### config.mk
export PLATFORM = sky130hd
export DESIGN_NAME = mem_requester
export DESIGN_NICKNAME = d
export VERILOG_FILES = /design/src/rtl/mem_requester.sv
export SDC_FILE = /design/constraint.sdc
export NUM_CORES = 1
export LEC_CHECK = 0
export BUFFER_PORTS_ARGS = -buffer_cell sky130_fd_sc_hd__buf_2
export CAP_MARGIN = 20
export CORE_MARGIN = 3
export CORE_UTILIZATION = 42
export CTS_BUF_LIST = sky130_fd_sc_hd__clkbuf_16
export CTS_CLUSTER_DIAMETER = 100
export CTS_CLUSTER_SIZE = 25
export DETAILED_ROUTE_END_ITERATION = 10
export GPL_ROUTABILITY_DRIVEN = 0
export PLACE_DENSITY = 0.76
export SLEW_MARGIN = 0
export SYNTH_ARGS = -nofsm -noshare
export SYNTH_HDL_FRONTEND = slang
export SYNTH_SLANG_ARGS = --single-unit
### constraint.sdc
create_clock -name clk -period 1.95 [get_ports clk]
set_clock_uncertainty 0.15 [all_clocks]
set_input_delay 0.195 -clock clk [delete_from_list [all_inputs] [get_ports clk]]
set_output_delay 0.195 -clock clk [all_outputs]
set_load 0.1 [all_outputs]
### src/rtl/mem_requester.sv
// Memory requester: turns single datapath access requests into a
// MOV/MOC handshake with a bounded wait and an alignment check.
module mem_requester #(
    parameter int TIMEOUT = 15
) (
    input  logic        clk,
    input  logic        reset,
    input  logic        req,
    input  logic        rw,
    input  logic [1:0]  size,
    input  logic        sign,
    input  logic [31:0] addr,
    input  logic [31:0] wdata,
    output logic        busy,
    output logic        done,
    output logic        err,
    output logic [31:0] rdata,
    output logic        MOV,
    output logic        ReadWrite,
    output logic [2:0]  MS_2_0,
    output logic [31:0] Address,
    output logic [31:0] DataIn,
    output logic        MOCoff,
    input  logic        MOC,
    input  logic [31:0] MemDataOut
);

    localparam int CW = $clog2(TIMEOUT + 1);

    typedef enum logic [1:0] {
        IDLE,
        WAIT,
        RELEASE
    } state_t;

    state_t        state;
    logic [CW-1:0] cnt;
    logic          illegal;
    logic          sext;

    // Size/alignment check on the live request inputs.
    always_comb begin
        illegal = 1'b0;
        unique case (size)
            2'b00: illegal = 1'b0;
            2'b01: illegal = addr[0];
            2'b10: illegal = (addr[1:0] != 2'b00);
            default: illegal = 1'b1;
        endcase
    end

    // Sign extension only makes sense for sub-word reads.
    assign sext = sign & rw & (size != 2'b10);

    // Request FSM with all outputs registered.
    always_ff @(posedge clk) begin
        if (reset) begin
            state     <= IDLE;
            cnt       <= '0;
            busy      <= 1'b0;
            done      <= 1'b0;
            err       <= 1'b0;
            rdata     <= '0;
            MOV       <= 1'b0;
            MOCoff    <= 1'b1;
            ReadWrite <= 1'b0;
            MS_2_0    <= '0;
            Address   <= '0;
            DataIn    <= '0;
        end else begin
            done <= 1'b0;
            err  <= 1'b0;
            case (state)
                IDLE: begin
                    MOCoff <= 1'b0;
                    // The done cycle itself never accepts, leaving a gap.
                    if (req && !done) begin
                        if (illegal) begin
                            done <= 1'b1;
                            err  <= 1'b1;
                        end else begin
                            MOV       <= 1'b1;
                            busy      <= 1'b1;
                            ReadWrite <= rw;
                            MS_2_0    <= {sext, size};
                            Address   <= addr;
                            DataIn    <= wdata;
                            cnt       <= '0;
                            state     <= WAIT;
                        end
                    end
                end
                WAIT: begin
                    // A late MOC on the timeout edge still wins.
                    if (MOC) begin
                        if (ReadWrite) rdata <= MemDataOut;
                        MOV    <= 1'b0;
                        MOCoff <= 1'b1;
                        state  <= RELEASE;
                    end else if (cnt == CW'(TIMEOUT - 1)) begin
                        MOV       <= 1'b0;
                        MOCoff    <= 1'b1;
                        done      <= 1'b1;
                        err       <= 1'b1;
                        busy      <= 1'b0;
                        ReadWrite <= 1'b0;
                        MS_2_0    <= '0;
                        Address   <= '0;
                        DataIn    <= '0;
                        cnt       <= '0;
                        state     <= IDLE;
                    end else begin
                        cnt <= cnt + 1'b1;
                    end
                end
                RELEASE: begin
                    if (!MOC) begin
                        MOCoff    <= 1'b0;
                        done      <= 1'b1;
                        busy      <= 1'b0;
                        ReadWrite <= 1'b0;
                        MS_2_0    <= '0;
                        Address   <= '0;
                        DataIn    <= '0;
                        state     <= IDLE;
                    end
                end
                default: state <= IDLE;
            endcase
        end
    end

endmodule

==> impl_results.rst, run 1 <==
.. list-table::
   :header-rows: 1

   * - Metric
     - Value
   * - Post-detailed-routing wire length
     - 17.4 mm
   * - Detailed-routing iteration count for the pre-antenna-repair pass
     - 5
   * - Final period utilization
     - 102%
   * - Crit path max-delay cell type
     - sky130_fd_sc_hd__dfxtp_4
   * - Top cells by area, synth
     - sky130_fd_sc_hd__dfxtp_1, sky130_fd_sc_hd__nand4b_1, sky130_fd_sc_hd__a21oi_1, sky130_fd_sc_hd__o21ai_0, sky130_fd_sc_hd__nand2_1
   * - Total number of yosys warnings
     - 0
   * - Number of inserted filler cells in the final layout
     - 757
   * - Cell breakdown of the critical path
     - inv_4 > ha_4 > o21a_4 > a211oi_4 > buf_6 > clkbuf_16 > nand4b_1 > a21oi_2
   * - Horizontal die dimension
     - 111 um
   * - Layout cell share with drive strength beyond 1
     - 33.6%
   * - End-of-flow core utilization
     - 71.4%
   * - Predominant post-synthesis flop cell
     - sky130_fd_sc_hd__dfxtp_1
   * - HPWL Detailed
     - 9.43 mm
   * - Final layout net count
     - 945
   * - Data arrival time of the worst path
     - 2.11 ns
   * - TritonCTS clock tree
     - built
   * - Cell accounting for the most synthesized area
     - sky130_fd_sc_hd__dfxtp_1
   * - Level count of the clock H-tree
     - 3
   * - Top-area cell type share of the netlist area
     - 48.2%
   * - Run status
     - finished with violations
   * - Vias per std cell
     - 5.63
   * - Crit path kind
     - flop to flop
   * - Global-route wire length before repair
     - 25.9 mm
   * - Final non-filler cell area
     - 7500 um^2
   * - Number of buffers on the longest clock path
     - 2
   * - Unique cell type count in the Yosys netlist
     - 33
   * - Number of synthesized register bits
     - 111
   * - Worst Path Max Fanout
     - 7
   * - Max-slew headroom
     - 63.3%
   * - Root Driver
     - sky130_fd_sc_hd__clkbuf_16
   * - Post-placement cell area
     - 5900 um^2
   * - Number of global-route vias before repair
     - 5,443
   * - Final hold violations
     - 0
   * - Quantity of I/O buffers inserted on ports
     - 208
   * - Floorplan die area
     - 12,300 um^2
   * - Overflow left after global routing
     - 0
   * - Total Neg Setup Slack
     - -0.663 ns
   * - Crit path buf inv count
     - 3
   * - Number of DRC violations after detailed-routing iteration 0
     - 441
   * - Vias
     - 5,498
   * - Count of final setup violators
     - 38
   * - Vert. Die Dim
     - 111 um
   * - Gr usage total
     - 24.9%
   * - Maximum number of pins on one net before global-route repair
     - 65
   * - Crit path capture type
     - flop
   * - Failing checks
     - negative setup slack
   * - Total power of the final layout
     - 10.7 mW
   * - Area grow syn2layout
     - 62.6%
   * - Final non-filler cell total
     - 976
   * - Worst-case hold slack
     - 0.00350 ns
   * - Static leakage power
     - 3.19 nW
   * - Min cycle time layout
     - 1.99 ns
   * - Fraction of synthesis flops using an asynchronous set or reset pin
     - 0%
   * - Setup slack of the critical path after layout
     - -0.0445 ns
   * - Residual DRC
     - 0
   * - Class of the most critical hold timing path
     - primary input to flop
   * - Kind of start point of the critical path
     - flop
   * - Count of antenna-violating nets left after detailed routing
     - 0
   * - Post-synth net total
     - 653
   * - Highest clock frequency the design can meet
     - 501 MHz
   * - Number of maximum-capacitance constraint violations
     - 0
   * - RSZ-0062 raised after global routing
     - true
   * - Number of placement rows
     - 37
   * - Top-level I/O count
     - 209
   * - Number of flops mapped to enable cells by yosys
     - 0
   * - Cts bufs inserted
     - 9
   * - Number of max-slew violations in the final report
     - 0
   * - # diodes
     - 0
   * - Clock insertion delay at the later pin of the skew report
     - 0.33 ns
   * - Clock slew at the register clock pins of the worst setup and hold paths
     - 0.07 ns
   * - Initial core utilization
     - 43.9%
   * - Crit path largest cell delay
     - 0.38 ns
   * - Worst IR Drop VDD
     - 0.799 mV
   * - Worst path top cell family by delay
     - compound AO/OA/AOI/OAI gates
   * - WL/cell
     - 17.8 um
   * - Number of cells produced by synthesis
     - 543
   * - Initial antenna violation count
     - 0
   * - Post-synthesis cell area
     - 4610 um^2
   * - Portion of the post-synthesis area used by sequential elements
     - 48.2%
   * - Area inside the core boundary
     - 10,500 um^2
   * - Synth Area per Inst
     - 8.49 um^2
   * - Power Density
     - 1420 nW/um^2
   * - Transition time at the pin with the least slew margin
     - 0.549 ns
   * - Worst setup slack after placement
     - -0.134 ns
   * - CP Data Required Time
     - 2.07 ns
   * - Dpl cells
     - 854
   * - Clk sinks
     - 111
[sequential cells by signal (all words and copies together), names as in the netlist, 2 cells and up]
register	cells
cnt	4
rdata	32
state	2
MS_2_0	3
Address	32
DataIn	32
[final timing paths]
| check | from | to | slack, ns | cells past startpoint |
|---|---|---|---|---|
| max | state[1]$_SDFFE_PP0P_ | Address[18]$_SDFFE_PP0P_ | -0.04 | 8 |
| min | addr[1] | Address[1]$_SDFFE_PP0P_ | 0.004 | 3 |
| max reg2reg | state[1]$_SDFFE_PP0P_ | Address[18]$_SDFFE_PP0P_ | -0.04 | 8 |
| min reg2reg | rdata[28]$_SDFFE_PP0P_ | rdata[28]$_SDFFE_PP0P_ | 0.30 | 2 |
[logic make-up (layout without fill, tap and decap cells)]
| kind of cell | after synthesis | in the layout | share of synthesized area (%) |
|---|---|---|---|
| simple gates | 163 | 163 | 21.9 |
| fa+ha+maj | 6 | 6 | 1.63 |
| flops | 111 | 111 | 48.2 |
| compound gates | 199 | 199 | 22.7 |
| buf+inv | 64 | 361 | 5.59 |
[cells in the final DEF (no fill, tap or decap), types with 12 or more instances in the layout]
cell                            count
sky130_fd_sc_hd__o21ai_0           64
sky130_fd_sc_hd__dfxtp_1          107
sky130_fd_sc_hd__dlygate4sd3_1     94
sky130_fd_sc_hd__nand2_1           67
sky130_fd_sc_hd__buf_2            207
sky130_fd_sc_hd__clkbuf_16         12
sky130_fd_sc_hd__o21ai_1           12
sky130_fd_sc_hd__a21oi_1          105
sky130_fd_sc_hd__nand4b_1          67
sky130_fd_sc_hd__buf_4             20
[cells in the mapped netlist, types with 3 or more instances]
library cell,n
sky130_fd_sc_hd__a211oi_1,3
sky130_fd_sc_hd__a21oi_1,109
sky130_fd_sc_hd__and3_1,4
sky130_fd_sc_hd__buf_2,8
sky130_fd_sc_hd__clkbuf_1,49
sky130_fd_sc_hd__dfxtp_1,111
sky130_fd_sc_hd__ha_1,6
sky130_fd_sc_hd__inv_1,6
sky130_fd_sc_hd__nand2_1,67
sky130_fd_sc_hd__nand2b_1,4
sky130_fd_sc_hd__nand3_1,6
sky130_fd_sc_hd__nand4b_1,67
sky130_fd_sc_hd__nor2_1,5
sky130_fd_sc_hd__o21ai_0,74
[power breakdown]
| group | internal [mW] | switching (mW) | total (mW) | leakage (nW) |
|---|---|---|---|---|
| combinational | 1.58 | 4.11 | 5.69 | 2.10 |
| clock | 1.38 | 0.820 | 2.20 | 0.178 |
| sequential | 2.61 | 0.173 | 2.78 | 0.906 |
[layer usage]
| metal | share of wire (%) | routed length, um | vias up | track usage [%] |
|---|---|---|---|---|
| met3 | 7.0 | 1220 | 80 | 4.53 |
| met5 | 0 | 0 | - | 0 |
| met4 | 5.4 | 940 | 0 | 16.0 |
| met2 | 50 | 8650 | 294 | 43.0 |
| li1 | - | - | 2533 | - |
| met1 | 38 | 6580 | 2591 | 28.2 |
[repair_timing]
item | in CTS | in global routing
gates cloned | 1 | 7
buffers inserted | 1 | 3
gates resized for setup | 12 | 29
endpoints found under the hold margin | 94 | 0
hold buffers | 94 | 0
endpoints found under the setup margin | 70 | 73
pin swaps | 2 | 36
[worst register-to-register path, cell delays in order, from the launching register on]
cell,delay (ns)
sky130_fd_sc_hd__dfxtp_4,0.38
sky130_fd_sc_hd__inv_4,0.05
sky130_fd_sc_hd__ha_4,0.16
sky130_fd_sc_hd__o21a_4,0.22
sky130_fd_sc_hd__a211oi_4,0.29
sky130_fd_sc_hd__buf_6,0.21
sky130_fd_sc_hd__clkbuf_16,0.18
sky130_fd_sc_hd__nand4b_1,0.12
sky130_fd_sc_hd__a21oi_2,0.16
[final cells by class]
| type | count | area (um^2) | share of cell area [%] |
|---|---|---|---|
| sequential | 111 | 2230 | 29.8 |
| clock inverter | 7 | 136 | 1.82 |
| timing repair buffer | 339 | 2470 | 32.9 |
| multi-input combinational | 368 | 2240 | 29.8 |
| clock buffer | 9 | 225 | 3.00 |
| tap | 136 | 170 | 2.27 |
| inverter | 6 | 25.0 | 0.334 |
Note: power is estimated with default switching activity, not from simulation.
==> run 2: changes to the inputs <==
==> config.mk (replaced) <==
export PLATFORM = sky130hd
export DESIGN_NAME = mem_requester
export DESIGN_NICKNAME = d
export VERILOG_FILES = /design/src/rtl/mem_requester.sv
export SDC_FILE = /design/constraint.sdc
export NUM_CORES = 1
export LEC_CHECK = 0
export CAP_MARGIN = 20
export CORE_MARGIN = 3
export CORE_UTILIZATION = 54
export CTS_BUF_LIST = sky130_fd_sc_hd__clkbuf_16
export CTS_CLUSTER_DIAMETER = 100
export CTS_CLUSTER_SIZE = 25
export DETAILED_ROUTE_END_ITERATION = 10
export DONT_BUFFER_PORTS = 1
export GPL_ROUTABILITY_DRIVEN = 0
export PLACE_DENSITY = 0.72
export SLEW_MARGIN = 0
export SYNTH_ARGS = -nofsm -noshare
export SYNTH_HDL_FRONTEND = slang
export SYNTH_SLANG_ARGS = --single-unit
==> run 2 against run 1 <==
Net effect: the run ends with negative hold slack, negative setup slack left; first-iteration DRC count decreased by 26%; cell area shrank 19%; die area down 21%; via count fell by 17%; worst setup slack better by 0.030 ns; sequential cell count unchanged; largest cell class is now sequential cells.
==> impl_results.rst, run 2 (same netlist as run 1, synthesis figures left out) <==
.. list-table::
   :header-rows: 1

   * - Metric
     - Value
   * - Run status
     - finished with violations
   * - Failing checks
     - negative hold slack, negative setup slack
   * - Number of maximum-capacitance constraint violations
     - 0
   * - Highest clock frequency the design can meet
     - 509 MHz
   * - Vias per std cell
     - 6.12
   * - Global-route wire length before repair
     - 20.5 mm
   * - Crit path capture type
     - flop
   * - Number of DRC violations after detailed-routing iteration 0
     - 326
   * - Vert. Die Dim
     - 98.4 um
   * - Met1 demand-to-capacity share in global routing
     - 30.5%
   * - Final hold violations
     - 111
   * - Number of buffers on the longest clock path
     - 2
   * - Registers with the highest flip-flop counts
     - Address x32, DataIn x32, rdata x32
   * - HPWL Detailed
     - 8.70 mm
   * - Gr usage total
     - 25.5%
   * - WL/cell
     - 18.6 um
   * - Crit path kind
     - flop to flop
   * - Clock slew at the register clock pins of the worst setup and hold paths
     - 0.07 ns
   * - Maximum number of pins on one net before global-route repair
     - 112
   * - Clk sinks
     - 111
   * - Detailed-routing iteration count for the pre-antenna-repair pass
     - 5
   * - Number of global-route vias before repair
     - 4,321
   * - Level count of the clock H-tree
     - 3
   * - Commonest cells after routing, fill and taps aside
     - sky130_fd_sc_hd__buf_4, sky130_fd_sc_hd__dfxtp_1, sky130_fd_sc_hd__a21oi_1, sky130_fd_sc_hd__nand4b_1, sky130_fd_sc_hd__nand2_1
   * - Count of final setup violators
     - 2
   * - Root Driver
     - sky130_fd_sc_hd__clkbuf_16
   * - Hold Crit Depth
     - 1
   * - Final non-filler cell area
     - 6110 um^2
   * - Min cycle time layout
     - 1.96 ns
   * - Clock insertion delay at the later pin of the skew report
     - 0.33 ns
   * - Post-placement cell area
     - 5500 um^2
   * - End of the worst register-to-register path
     - cnt[1]$_SDFFE_PP0P_
   * - RSZ-0062 raised after global routing
     - true
   * - Final non-filler cell total
     - 743
   * - Final layout net count
     - 742
   * - Met3 layer usage reported by global route
     - 6.37%
   * - Layout cell share with drive strength beyond 1
     - 28.6%
   * - Area inside the core boundary
     - 8260 um^2
   * - Quantity of I/O buffers inserted on ports
     - 0
   * - Data arrival time of the worst path
     - 2.08 ns
   * - Initial antenna violation count
     - 1
   * - Number of max-slew violations in the final report
     - 0
   * - Class of the most critical hold timing path
     - primary input to flop
   * - Worst-case hold slack
     - -0.227 ns
   * - Transition time at the pin with the least slew margin
     - 0.642 ns
   * - Post-detailed-routing wire length
     - 13.8 mm
   * - Setup slack on the worst flop-to-flop path
     - -0.01 ns
   * - Area grow syn2layout
     - 32.4%
   * - Worst IR Drop VDD
     - 0.854 mV
   * - TritonCTS clock tree
     - built
   * - Number of placement rows
     - 33
   * - Most common cell after layout, fill and taps aside
     - sky130_fd_sc_hd__buf_4
   * - Final period utilization
     - 101%
   * - Residual DRC
     - 0
   * - Static leakage power
     - 2.30 nW
   * - Startpoint of the worst hold path
     - reset
   * - Max-slew headroom
     - 56.7%
   * - Kind of start point of the critical path
     - flop
   * - Top-level I/O count
     - 209
   * - CP Data Required Time
     - 2.06 ns
   * - Cts bufs inserted
     - 9
   * - Vias
     - 4,549
   * - Horizontal die dimension
     - 98.4 um
   * - Setup slack of the critical path after layout
     - -0.0149 ns
   * - Most utilized layer in the global route result
     - met2
   * - Count of antenna-violating nets left after detailed routing
     - 0
   * - Total power of the final layout
     - 9.99 mW
   * - R2R Path Start
     - done$_SDFF_PP0_
   * - End point of the worst hold path
     - rdata[29]$_SDFFE_PP0P_
   * - Floorplan die area
     - 9690 um^2
   * - Overflow left after global routing
     - 0
   * - Initial core utilization
     - 55.8%
   * - Dpl cells
     - 715
   * - Worst Path Max Fanout
     - 10
   * - Met2 usage
     - 43.4%
   * - Power Density
     - 1640 nW/um^2
   * - Count of cells along the worst register-to-register path
     - 4
run 2: cell count changes in the layout (fill, tap and decap cells not counted), moves of 4 or more:
cell and change:
sky130_fd_sc_hd__buf_6 +4, sky130_fd_sc_hd__dlygate4sd3_1 -94, sky130_fd_sc_hd__o21ai_0 -27, sky130_fd_sc_hd__buf_4 +98, sky130_fd_sc_hd__buf_2 -207, sky130_fd_sc_hd__o21ai_1 +25
sky130_fd_sc_hd__buf_12 -5
run 2: per-layer routing:
metal / part of all wire, % / up-vias
li1: - / 2139
met1: 38 / 2172
met2: 52 / 211
met3: 8.1 / 27
met4: 1.9 / 0
met5: 0 / -
run 2: worst max-delay path: stages, from the launching register on:
cell and delay (ns):
sky130_fd_sc_hd__dfxtp_4 0.35, sky130_fd_sc_hd__or4b_4 0.49, sky130_fd_sc_hd__o311a_4 0.19, sky130_fd_sc_hd__or4_1 0.56, sky130_fd_sc_hd__a21oi_2 0.15
run 2: stage by stage:
| step | setup TNS, ns | util (%) | worst slack (ns) |
|---|---|---|---|
| 4_1_cts | 0 | 70.7 | 0.0166 |
| 3_3_place_gp | 0 | 66.6 | 0.0310 |
| 2_1_floorplan | -0.110 | - | -0.105 |
| 3_5_place_dp | -0.279 | 66.6 | -0.0672 |
| 5_1_grt | -1.05 | 74.0 | -0.0998 |
| 6_report | -0.0226 | 74.0 | -0.0149 |
run 2: area by class of cell:
cell class | instances | area (um^2)
Multi-Input combinational cell | 368 | 2230
Inverter | 6 | 22.5
Timing Repair Buffer | 136 | 1190
Sequential cell | 111 | 2230
Tap cell | 105 | 131
Antenna cell | 1 | 2.50
Clock inverter | 7 | 72.6
Clock buffer | 9 | 225
Fill cell | 618 | 2150
run 2: worst max path at each step:
stage | from | end | slack [ns] | depth (start not counted)
after floorplan | done$_SDFF_PP0_ | cnt[1]$_SDFFE_PP0P_ | -0.10 | 5
after detailed placement | cnt[0]$_SDFFE_PP0P_ | busy$_SDFFE_PP0P_ | -0.07 | 7
final | done$_SDFF_PP0_ | cnt[1]$_SDFFE_PP0P_ | -0.01 | 4
after CTS | cnt[0]$_SDFFE_PP0P_ | DataIn[7]$_SDFFE_PP0P_ | 0.02 | 7
after global routing | state[0]$_SDFFE_PP0P_ | cnt[1]$_SDFFE_PP0P_ | -0.1 | 5
after global placement | cnt[0]$_SDFFE_PP0P_ | ReadWrite$_SDFFE_PP0P_ | 0.03 | 7
run 2: timing repair:
| item | 4_1_cts | 5_1_grt |
|---|---|---|
| setup endpoints to repair | 25 | 71 |
| resized for setup | 12 | 69 |
| endpoints found under the hold margin | 111 | 111 |
| buffers inserted | 2 | 3 |
| gates cloned | 1 | 5 |
| pin swaps | 1 | 23 |
run 2: report_power, final:
group | internal (mW) | switching [mW]
clock | 1.00 | 0.829
combinational | 1.47 | 3.90
sequential | 2.61 | 0.176
total | 5.08 | 4.91
==> run 3: changes to the inputs <==
--- a/config.mk
+++ b/config.mk
@@ -15,6 +15,7 @@
 export DONT_BUFFER_PORTS = 1
 export GPL_ROUTABILITY_DRIVEN = 0
 export PLACE_DENSITY = 0.72
+export SKIP_CTS_REPAIR_TIMING = 1
 export SLEW_MARGIN = 0
 export SYNTH_ARGS = -nofsm -noshare
 export SYNTH_HDL_FRONTEND = slang
==> run 3 against run 2 <==
Net effect: the run ends with negative hold slack left; combinational power fell by 0.9%; critical path depth is 1 higher; final cell count fell by 0.27%; wire length down 3.1%; via count is 2.3% lower; first-iteration DRC count shrank 8.0%; maximum frequency is 1.5% higher; sequential share of layout area is 0.19 points higher; critical path type unchanged.
==> impl_results.rst, run 3 (same netlist as run 1, synthesis figures left out) <==
.. list-table::
   :header-rows: 1

   * - Metric
     - Value
   * - Worst IR Drop VDD
     - 0.874 mV
   * - Area grow syn2layout
     - 31.5%
   * - Transition time at the pin with the least slew margin
     - 0.409 ns
   * - Total Neg Setup Slack
     - 0 ns
   * - Data arrival time of the worst path
     - 2.00 ns
   * - Count of antenna-violating nets left after detailed routing
     - 0
   * - Vias
     - 4,446
   * - Initial antenna violation count
     - 0
   * - Post-placement cell area
     - 5500 um^2
   * - Root Driver
     - sky130_fd_sc_hd__clkbuf_16
   * - Quantity of I/O buffers inserted on ports
     - 0
   * - Number of inserted filler cells in the final layout
     - 647
   * - HPWL Detailed
     - 8.70 mm
   * - Commonest cells after routing, fill and taps aside
     - sky130_fd_sc_hd__buf_4, sky130_fd_sc_hd__dfxtp_1, sky130_fd_sc_hd__a21oi_1, sky130_fd_sc_hd__nand4b_1, sky130_fd_sc_hd__nand2_1
   * - WL/cell
     - 18.0 um
   * - # diodes
     - 0
   * - Number of global-route vias before repair
     - 4,277
   * - Layout cell share with drive strength beyond 1
     - 27.7%
   * - Dpl cells
     - 715
   * - Worst Path Max Fanout
     - 23
   * - Clock slew at the register clock pins of the worst setup and hold paths
     - 0.07 ns
   * - Registers with the highest flip-flop counts
     - Address x32, DataIn x32, rdata x32
   * - Top-level I/O count
     - 209
   * - Final non-filler cell area
     - 6070 um^2
   * - Crit path capture type
     - flop
   * - Number of max-slew violations in the final report
     - 0
   * - Vert. Die Dim
     - 98.4 um
   * - Run status
     - finished with violations
   * - Final layout net count
     - 741
   * - Post-detailed-routing wire length
     - 13.4 mm
   * - End-of-flow core utilization
     - 73.5%
   * - Clock insertion delay at the later pin of the skew report
     - 0.33 ns
   * - Vias per std cell
     - 6.00
   * - Total power of the final layout
     - 9.95 mW
   * - Failing checks
     - negative hold slack
   * - Power Density
     - 1640 nW/um^2
   * - CP Data Required Time
     - 2.02 ns
   * - Max-slew headroom
     - 72.5%
   * - Number of buffers on the longest clock path
     - 2
   * - Min cycle time layout
     - 1.94 ns
   * - Crit path kind
     - flop to flop
   * - Initial core utilization
     - 55.8%
   * - Highest clock frequency the design can meet
     - 516 MHz
   * - Detailed-routing iteration count for the pre-antenna-repair pass
     - 5
   * - Number of placement rows
     - 33
   * - Final period utilization
     - 99.3%
   * - Number of DRC violations after detailed-routing iteration 0
     - 300
   * - Maximum number of pins on one net before global-route repair
     - 112
   * - Global-route wire length before repair
     - 20.3 mm
   * - Number of maximum-capacitance constraint violations
     - 0
   * - Cts bufs inserted
     - 9
   * - Residual DRC
     - 0
   * - Area inside the core boundary
     - 8260 um^2
   * - Clk sinks
     - 111
   * - Overflow left after global routing
     - 0
   * - TritonCTS clock tree
     - built
   * - Class of the most critical hold timing path
     - primary input to flop
   * - Static leakage power
     - 2.29 nW
   * - Worst-case hold slack
     - -0.229 ns
   * - Final non-filler cell total
     - 741
   * - Floorplan die area
     - 9690 um^2
   * - Gr usage total
     - 25.2%
   * - RSZ-0062 raised after global routing
     - true
   * - Final hold violations
     - 111
   * - Kind of start point of the critical path
     - flop
   * - Setup slack of the critical path after layout
     - 0.0137 ns
   * - Most common cell after layout, fill and taps aside
     - sky130_fd_sc_hd__buf_4
   * - Level count of the clock H-tree
     - 3
   * - Count of final setup violators
     - 0
   * - Horizontal die dimension
     - 98.4 um
   * - Worst setup slack after placement
     - -0.0672 ns
==> run 3: path summary, 6_finish.rpt <==
| path | from | end | slack [ns] | depth (start not counted) |
|---|---|---|---|---|
| max | done$_SDFF_PP0_ | cnt[1]$_SDFFE_PP0P_ | 0.01 | 5 |
| min | reset | rdata[29]$_SDFFE_PP0P_ | -0.23 | 1 |
| max reg2reg | done$_SDFF_PP0_ | cnt[1]$_SDFFE_PP0P_ | 0.01 | 5 |
| min reg2reg | rdata[12]$_SDFFE_PP0P_ | rdata[12]$_SDFFE_PP0P_ | 0.30 | 2 |
==> run 3: power breakdown <==
group	leakage (nW)	total, mW	internal (mW)	switching, mW
clock	0.148	1.83	1.00	0.828
combinational	1.24	5.33	1.46	3.88
sequential	0.905	2.78	2.61	0.175
==> run 3: layout make-up <==
| cell class | count | area [um^2] | area share [%] |
|---|---|---|---|
| clock buffers | 9 | 225 | 3.71 |
| clock inverters | 7 | 72.6 | 1.20 |
| inverters | 6 | 22.5 | 0.371 |
| multi-input cells | 368 | 2210 | 36.5 |
| flip-flops and latches | 111 | 2230 | 36.8 |
| well taps | 105 | 131 | 2.17 |
| repair buffers | 135 | 1170 | 19.3 |
==> run 3: per-layer routing <==
| metal | GRT usage (%) | vias up | wire (um) |
|---|---|---|---|
| li1 | - | 2132 | - |
| met1 | 30.4 | 2110 | 5250 |
| met2 | 42.7 | 186 | 6810 |
| met3 | 6.37 | 18 | 1080 |
| met4 | 10.7 | 0 | 225 |
| met5 | 0 | - | 0 |
==> run 3: critical path: stages (launching register included) <==
cell	delay, ns
sky130_fd_sc_hd__dfxtp_4	0.35
sky130_fd_sc_hd__or4b_4	0.51
sky130_fd_sc_hd__o311a_4	0.19
sky130_fd_sc_hd__buf_4	0.23
sky130_fd_sc_hd__o21ai_0	0.29
sky130_fd_sc_hd__a21oi_2	0.10
